--- src/rtl/frame_sched_pkg.sv ---
// Shared types and sizing helpers for the MFCC frame scheduler.
package frame_sched_pkg;

  typedef enum logic [2:0] {
    IDLE,
    WAIT_FILL,
    READ,
    GAP,
    DRAIN,
    HOP
  } sched_state_t;

  // Index width for a frame of n samples (at least 1 bit)
  function automatic int idx_w(input int n);
    return (n > 1) ? $clog2(n) : 1;
  endfunction

  localparam int FRAME_SIZE_DEF = 306;
  localparam int IDX_W          = idx_w(FRAME_SIZE_DEF);

endpackage

--- src/rtl/frame_sched_out_reg.sv ---
// One-entry output register for the sample stream: data plus index/first/last tags.
// A load always wins; an accept without a load empties the entry.
module frame_sched_out_reg
  import frame_sched_pkg::*;
#(
  parameter int WIDTH = 16,
  parameter int IW    = IDX_W
) (
  input  logic             clk,
  input  logic             rst,
  input  logic             load,
  input  logic             ready,
  input  logic [WIDTH-1:0] data_in,
  input  logic [IW-1:0]    index_in,
  input  logic             first_in,
  input  logic             last_in,
  output logic             valid,
  output logic [WIDTH-1:0] data,
  output logic [IW-1:0]    index,
  output logic             first,
  output logic             last
);

  // Entry holds its payload until accepted; a same-cycle load replaces it
  always_ff @(posedge clk or posedge rst) begin
    if (rst) begin
      valid <= 1'b0;
      data  <= '0;
      index <= '0;
      first <= 1'b0;
      last  <= 1'b0;
    end else if (load) begin
      valid <= 1'b1;
      data  <= data_in;
      index <= index_in;
      first <= first_in;
      last  <= last_in;
    end else if (valid && ready) begin
      valid <= 1'b0;
    end
  end

endmodule

--- src/rtl/frame_scheduler.sv ---
// Frame scheduler: drains FRAME_SIZE samples per filled window from the sample
// buffer into a tagged valid/ready stream, then commands a one-hop move.
// Optional build macro FRAME_SCHED_STATS_EN adds stall/starve cycle counters.
module frame_scheduler
  import frame_sched_pkg::*;
#(
  parameter int WIDTH       = 16,
  parameter int FRAME_SIZE  = 306,
  parameter int MOVE_SIZE   = 123,
  parameter int FRAME_CNT_W = 16
) (
  input  logic                          clk,
  input  logic                          rst,
  input  logic                          enable_i,
  input  logic                          buf_fill_done_i,
  input  logic                          buf_valid_i,
  input  logic [WIDTH-1:0]              buf_data_i,
  output logic                          buf_rd_en_o,
  output logic                          buf_start_move_o,
  output logic                          m_valid_o,
  input  logic                          m_ready_i,
  output logic [WIDTH-1:0]              m_data_o,
  output logic [idx_w(FRAME_SIZE)-1:0]  m_index_o,
  output logic                          m_first_o,
  output logic                          m_last_o,
  output logic                          busy_o,
  output logic                          frame_done_o,
  output logic [FRAME_CNT_W-1:0]        frame_count_o
`ifdef FRAME_SCHED_STATS_EN
  ,
  output logic [31:0]                   stall_cycles_o,
  output logic [31:0]                   starve_cycles_o
`endif
);

  localparam int            IW       = idx_w(FRAME_SIZE);
  localparam logic [IW-1:0] LAST_IDX = IW'(FRAME_SIZE - 1);

  // The hop itself is performed by the buffer; only sanity-check its size here
  if (MOVE_SIZE < 1 || MOVE_SIZE > FRAME_SIZE) begin : g_cfg_err
    $error("frame_scheduler: MOVE_SIZE must be in 1..FRAME_SIZE");
  end

  sched_state_t  state;
  logic          fill_pend;
  logic [IW-1:0] idx;
  logic          rd;

  // Read only when the buffer has data and the output entry is free or draining
  assign rd          = (state == READ) && buf_valid_i && (!m_valid_o || m_ready_i);
  assign buf_rd_en_o = rd;
  assign busy_o      = (state != IDLE);

  frame_sched_out_reg #(.WIDTH(WIDTH), .IW(IW)) u_out (
    .clk      (clk),
    .rst      (rst),
    .load     (rd),
    .ready    (m_ready_i),
    .data_in  (buf_data_i),
    .index_in (idx),
    .first_in (idx == '0),
    .last_in  (idx == LAST_IDX),
    .valid    (m_valid_o),
    .data     (m_data_o),
    .index    (m_index_o),
    .first    (m_first_o),
    .last     (m_last_o)
  );

  // Frame sequencing FSM; hop/done pulses are registered on entry to HOP
  always_ff @(posedge clk or posedge rst) begin
    if (rst) begin
      state            <= IDLE;
      fill_pend        <= 1'b0;
      idx              <= '0;
      buf_start_move_o <= 1'b0;
      frame_done_o     <= 1'b0;
      frame_count_o    <= '0;
    end else begin
      buf_start_move_o <= 1'b0;
      frame_done_o     <= 1'b0;
      // Remember a fill pulse that arrives before we are waiting for it
      if (buf_fill_done_i) fill_pend <= 1'b1;
      case (state)
        IDLE:      if (enable_i) state <= WAIT_FILL;
        WAIT_FILL: if (fill_pend || buf_fill_done_i) begin
          state     <= READ;
          idx       <= '0;
          fill_pend <= 1'b0;
        end
        READ:      if (rd) begin
          state <= (idx == LAST_IDX) ? DRAIN : GAP;
          if (idx != LAST_IDX) idx <= idx + 1'b1;
        end
        // One idle cycle so the buffer's registered valid reflects the read
        GAP:       state <= READ;
        DRAIN:     if (!m_valid_o) begin
          state            <= HOP;
          buf_start_move_o <= 1'b1;
          frame_done_o     <= 1'b1;
          frame_count_o    <= frame_count_o + 1'b1;
        end
        HOP:       state <= enable_i ? WAIT_FILL : IDLE;
        default:   state <= IDLE;
      endcase
    end
  end

`ifdef FRAME_SCHED_STATS_EN
  // Saturating back-pressure and buffer-starvation cycle counters
  always_ff @(posedge clk or posedge rst) begin
    if (rst) begin
      stall_cycles_o  <= '0;
      starve_cycles_o <= '0;
    end else begin
      if (m_valid_o && !m_ready_i && stall_cycles_o != '1)
        stall_cycles_o <= stall_cycles_o + 1'b1;
      if (state == READ && !buf_valid_i && starve_cycles_o != '1)
        starve_cycles_o <= starve_cycles_o + 1'b1;
    end
  end
`endif

endmodule

--- config.mk ---
export PLATFORM = sky130hd
export DESIGN_NAME = frame_scheduler
export DESIGN_NICKNAME = d
export VERILOG_FILES = /design/src/rtl/frame_sched_pkg.sv /design/src/rtl/frame_sched_out_reg.sv /design/src/rtl/frame_scheduler.sv
export SDC_FILE = /design/constraint.sdc
export NUM_CORES = 1
export LEC_CHECK = 0
export ABC_AREA = 1
export CAP_MARGIN = 10
export CORE_MARGIN = 1
export CORE_UTILIZATION = 40
export CTS_BUF_LIST = sky130_fd_sc_hd__clkbuf_8
export CTS_CLUSTER_DIAMETER = 80
export DETAILED_ROUTE_END_ITERATION = 6
export MAX_ROUTING_LAYER = met4
export PLACE_DENSITY = 0.67
export SLEW_MARGIN = 10
export SYNTH_ARGS = -nofsm -noshare
export SYNTH_HDL_FRONTEND = slang
export SYNTH_SLANG_ARGS = --single-unit
--- constraint.sdc ---
create_clock -name clk -period 2.5 [get_ports clk]
set_clock_uncertainty 0.2 [all_clocks]
set_input_delay 0.625 -clock clk [delete_from_list [all_inputs] [get_ports clk]]
set_output_delay 0.625 -clock clk [all_outputs]
set_load 0.02 [all_outputs]
Word-level counts from Yosys, hierarchy flattened
Cells that the tools add are included.

Register bits after elaboration: 58. Output and inout bits: 48. Logic and storage cells: 57.

Add/sub/neg operators: 2. Eq/ne operators: 12. Multiplexer cells: 18. Bitwise gates (word level): 1. Reductions and logical operators: 14.

Operators by type and width (count): 2-to-1 mux 9 bit (3); one-hot mux 3 bit (6 select lines) (1); one-hot mux 9 bit (2 select lines) (1); adder 16 x 1 -> 16 bit, second input constant (1); 2-to-1 mux 3 bit (5); adder 9 x 1 -> 9 bit, second input constant (1); == test 9 bit, second input constant (1); logical NOT 9 bit (1); != test 9 bit, second input constant (1); 2-to-1 mux 1 bit (8); != test 2 bit, second input constant (4); AND reduction 4 bit (2); == test 3 x 2 -> 1 bit, second input constant (2); == test 3 bit, second input constant (2); nonzero test 2 bit (2); == test 3 x 1 -> 1 bit, second input constant (1); logical AND 1 bit (3); logical NOT 3 bit (1); nonzero test 3 bit (1); logical OR 1 bit (2); != test 2 x 1 -> 1 bit, second input constant (1); AND reduction 2 bit (1); logical NOT 1 bit (1); NOT 1 bit (1).

Longest topological paths before layout
Depth after elaboration: 5. Gate-level depth with buffers: 10.

Modules after synthesis
From an unflattened synthesis, not the netlist that was laid out.

Cells, all modules: 380. Area, all modules: 2972.9 um^2.

Modules (own cells, without submodules): frame_scheduler (instances 1, cells an instance 261, area each 1861.8 um^2, sequential area each 750.7 um^2); frame_sched_out_reg (instances 1, cells an instance 119, area each 1111.1 um^2, sequential area each 700.7 um^2).

Worst setup path after synthesis
Ideal clock, no wire load.

Path kind: input to output. Start: in m_ready_i. End: out buf_rd_en_o. Data arrival time: 1.138 ns. Setup slack: 0.537 ns. Stages: 5. Path buffers: 1. Path through: inv_1 > nand2_1 > nand3_4 > inv_2 > buf_4.

Cells in the longest elaborated chain, start to end: 2.

RTL lines: start, declared (line frame_scheduler.sv:21) `input logic m_ready_i,`; logical OR 1 bit (line frame_scheduler.sv:50) `assign rd = (state == READ) && buf_valid_i && (!m_valid_o || m_ready_i);`; logical AND 1 bit (line frame_scheduler.sv:50); end, declared (line frame_scheduler.sv:18) `output logic buf_rd_en_o,`.

No other way between the ends.

Final worst setup path
Start: reg state[1]. End: out busy_o.

Cells in the longest elaborated chain, start to end: 1.

RTL lines: start, declared (line frame_scheduler.sv:44) `sched_state_t state;`; start signal, assigned (line frame_scheduler.sv:92) `state <= (idx == LAST_IDX) ? DRAIN : GAP;`; start signal, assigned (line frame_scheduler.sv:103) `HOP: state <= enable_i ? WAIT_FILL : IDLE;`; nonzero test 3 bit (line frame_scheduler.sv:52) `assign busy_o = (state != IDLE);`; end, declared (line frame_scheduler.sv:26) `output logic busy_o,`.

No other way between the ends.

==> summary.log <==
INFO  die            design.core.area=6870um^2
INFO  worst_setup_path cp_cell_sequence=nor2_2 > nand2_1 > clkdlybuf4s50_1
INFO  cts            cts_tree=yes
INFO  finish         final_nets=466
INFO  global_routing grt_remaining_overflow=0
INFO  cts            cts_hold_buffers=0
INFO  detailed_routing drtPass1Iterations=4
INFO  synthesis      synth-edff-count=0
INFO  synthesis      yosys_most_used_dff=dfrtp_1
INFO  worst_setup_path worstPathArrival=1.57ns
INFO  worst_setup_path worstRegToRegCells=9
INFO  die            die_height=86.7um
INFO  run            cap_violations=0
INFO  timing         achievable-frequency=0.417GHz
INFO  worst_setup_path critical_path.max_stage_delay=0.55ns
INFO  die            fp-row-count=30
INFO  synthesis      postSynthNetCount=387
INFO  die            die_width=86.7um
INFO  finish         final.fill_count=644
INFO  finish         final_common_cell=nand2_1
INFO  power          fin_total_pwr=3270uW
INFO  power          power_switching_share=37.6%
INFO  die            fp.dieArea=7510um^2
INFO  detailed_routing drt_iter0_markers=92
INFO  cts            cts-htree-levels=3
INFO  run_status     outcome=complete, no violations
INFO  synthesis      synth_top_cells_by_area=dfrtp_1 51%, nand2_1 21%, nor2_1 3.8%, inv_1 3.7%, xor2_1 3.1%
INFO  global_routing antenna_violations_before_repair=0
INFO  cts            tritoncts.num_buffers=9
INFO  timing         worst_slew_margin_rel=72.8%
INFO  detailed_routing detail_route.wirelength=6200um
INFO  worst_setup_path timing.critical_path.from=state[1]
INFO  cts            worst_skew_pair.late_latency=0.34ns
INFO  power          p_seq_share=38.6%
INFO  synthesis      yosysSeqAreaShare=50.6%
INFO  timing         setup_repair_after_global_routing_missed_its_margin=false
INFO  timing         setup-violations-final=0
INFO  power          power_leakage=0.00181uW
INFO  finish         final_cell_mix=162 x nand2_1, 68 x clkdlybuf4s50_1, 58 x dfrtp_1
INFO  timing         slew_viol_final=0
INFO  detailed_routing drcViolationCount=0
INFO  finish         insertedDiodeCount=0
INFO  detailed_routing routed_via_density=4.62
INFO  min_path       holdCritPathClass=flip-flop to flip-flop
INFO  global_routing grt_start_max_net_pins=59
INFO  cts            postCtsSetupRepairBufs=0
INFO  place          finalWeightedCongestion=0.905
INFO  worst_setup_path setup.worst_path.end_class=output port
INFO  timing         worst_slew_pin_slew=0.407ns
INFO  cts            clock_sinks=58
INFO  detailed_routing routed-via-count=2,499
INFO  finish         final_cells=541
INFO  synthesis      post_synthesis_average_cell_area=7.94um^2
INFO  die            initial_standard_cell_utilization_of_the_core=41.7%
INFO  timing         finalHoldViolCount=0
INFO  place          portbufs=69
INFO  worst_setup_path cpMaxStageDelayCell=clkdlybuf4s50_1
INFO  detailed_routing routed_wire_length_per_instance=11.5um
INFO  cts            clockBufferDepth=2
INFO  timing         final_cycle_share=95.9%
INFO  worst_setup_path r2r_end=idx[7]
INFO  synthesis      netlist.area_leader.share=50.6%
INFO  worst_setup_path start_kind=flip-flop
INFO  synthesis      netlist-cell-type-count=27
INFO  synthesis      yosys_top_cell_by_area=dfrtp_1
INFO  global_routing grt_usage=19.0%
INFO  place          dp.cells=525
INFO  global_routing wire_length_of_the_first_global_routing_pass=10,700um
INFO  worst_setup_path worstPathMaxFanout=3
INFO  power          worst_ir_drop_vdd=0.555mV
INFO  timing         post_route_hold_slack=0.278ns
INFO  die            io_pins=70
INFO  synthesis      synthesis.area=2870um^2
INFO  synthesis      synthArstFlopShare=100%
INFO  worst_setup_path worst_r2r_startpoint=state[2]
INFO  finish         layout-drive-gt1-share=8.99%
INFO  power          share_of_total_power_in_combinational_logic=39.0%
INFO  synthesis      ys_warn_count=0
INFO  global_routing grt_pass1_vias=2,403
INFO  timing         period_needed=2.40ns
INFO  cts            clk_transition_reported_paths=0.06ns
INFO  cts            clk_root_buffer_cell=clkbuf_8
INFO  power          clock_power_share=22.3%
INFO  synthesis      synthesis.instances=361
INFO  worst_setup_path worst_ep_required_time=1.67ns
INFO  worst_setup_path criticalPathCategory=flip-flop to output port
INFO  power          p_switching=1230uW
INFO  finish         area_delta_synth_final=34.3%
INFO  place          hpwlAfterDp=4420um
INFO  synthesis      synth_seq_cells=58
INFO  worst_setup_path rrSetupSlack=0.68ns
INFO  power          power.density_cell_area=848nW/um^2
INFO  detailed_routing post_route_antenna_net_violation_count=0
INFO  worst_setup_path critical_path.endpoint=busy_o
INFO  min_path       hold-path-cell-count=2
INFO  power          p_int=2040uW
-- metrics by stage --
step	cell area, um^2	setup TNS (ns)	setup slack [ns]	utilization [%]
global route	3850	0	0.0181	56.1
global placement	3690	-0.309	-0.309	53.8
floorplan	2870	0	0.247	-
CTS	3860	0	0.0382	56.2
finish	3850	0	0.101	56.1
detailed placement	3690	-0.317	-0.317	53.8
-- Yosys cell counts, types with 4 or more instances --
master,count
buf_2,4
dfrtp_1,58
ha_1,4
inv_1,28
nand2_1,162
nand3_1,15
nand4_1,4
nor2_1,29
o21ai_0,16
xor2_1,10
-- flip-flops by register name (all words and copies together), names as in the netlist --
signal / count
idx: 9
state: 3
u_out.first: 1
u_out.data: 16
frame_done_o: 1
u_out.last: 1
fill_pend: 1
u_out.index: 9
u_out.valid: 1
frame_count_o: 16
-- cell families after synthesis --
family	after synthesis	synth area share (%)
simple gates	230	34.9
compound gates	19	3.58
flops	58	50.6
xor+xnor	12	3.66
fa+ha+maj	4	1.75
buf+inv	38	5.54
-- routing by layer --
metal | GRT usage (%) | part of all wire (%) | up-vias
met1 | 24.0 | 47 | 1149
met3 | 4.10 | 5.1 | 10
li1 | - | - | 1270
met4 | 10.0 | 1.9 | 0
met2 | 28.8 | 46 | 70
met5 | - | 0 | -
-- critical path: cells and delay by family, from the launching register on --
family	cells	cell delay, ns
buf+inv	1	0.55
simple gates	2	0.26
flops	1	0.43
-- worst min path at each step --
stage | slack, ns | startpoint | endpoint
4_1_cts | 0.28 | u_out.data[13] | u_out.data[13]
5_1_grt | 0.30 | u_out.data[7] | u_out.data[7]
3_3_place_gp | 0.26 | u_out.data[9] | u_out.data[9]
6_report | 0.28 | u_out.data[9] | u_out.data[9]
2_1_floorplan | 0.29 | idx[1] | idx[1]
3_5_place_dp | 0.27 | u_out.data[15] | u_out.data[15]
-- power groups by stage --
stage	Clock, uW	Combinational [uW]	Sequential [uW]
floorplan	0	558	1470
global placement	0	1270	1270
detailed placement	0	1290	1280
CTS	751	1290	1260
global route	797	1400	1290
finish	730	1280	1260
-- layout make-up --
class	count	area, um^2	share of cell area [%]
clock buffer	10	138	3.57
clock inverter	6	26.3	0.682
inverter	31	116	3.02
multi-input combinational	265	1260	32.6
sequential	58	1450	37.7
tap	96	120	3.12
timing repair buffer	75	743	19.3
-- what timing repair did --
item	4_1_cts	5_1_grt
pin swaps	0	0
setup endpoints to repair	1	1
gates resized for setup	3	1
Note: power is estimated with default switching activity, not from simulation.
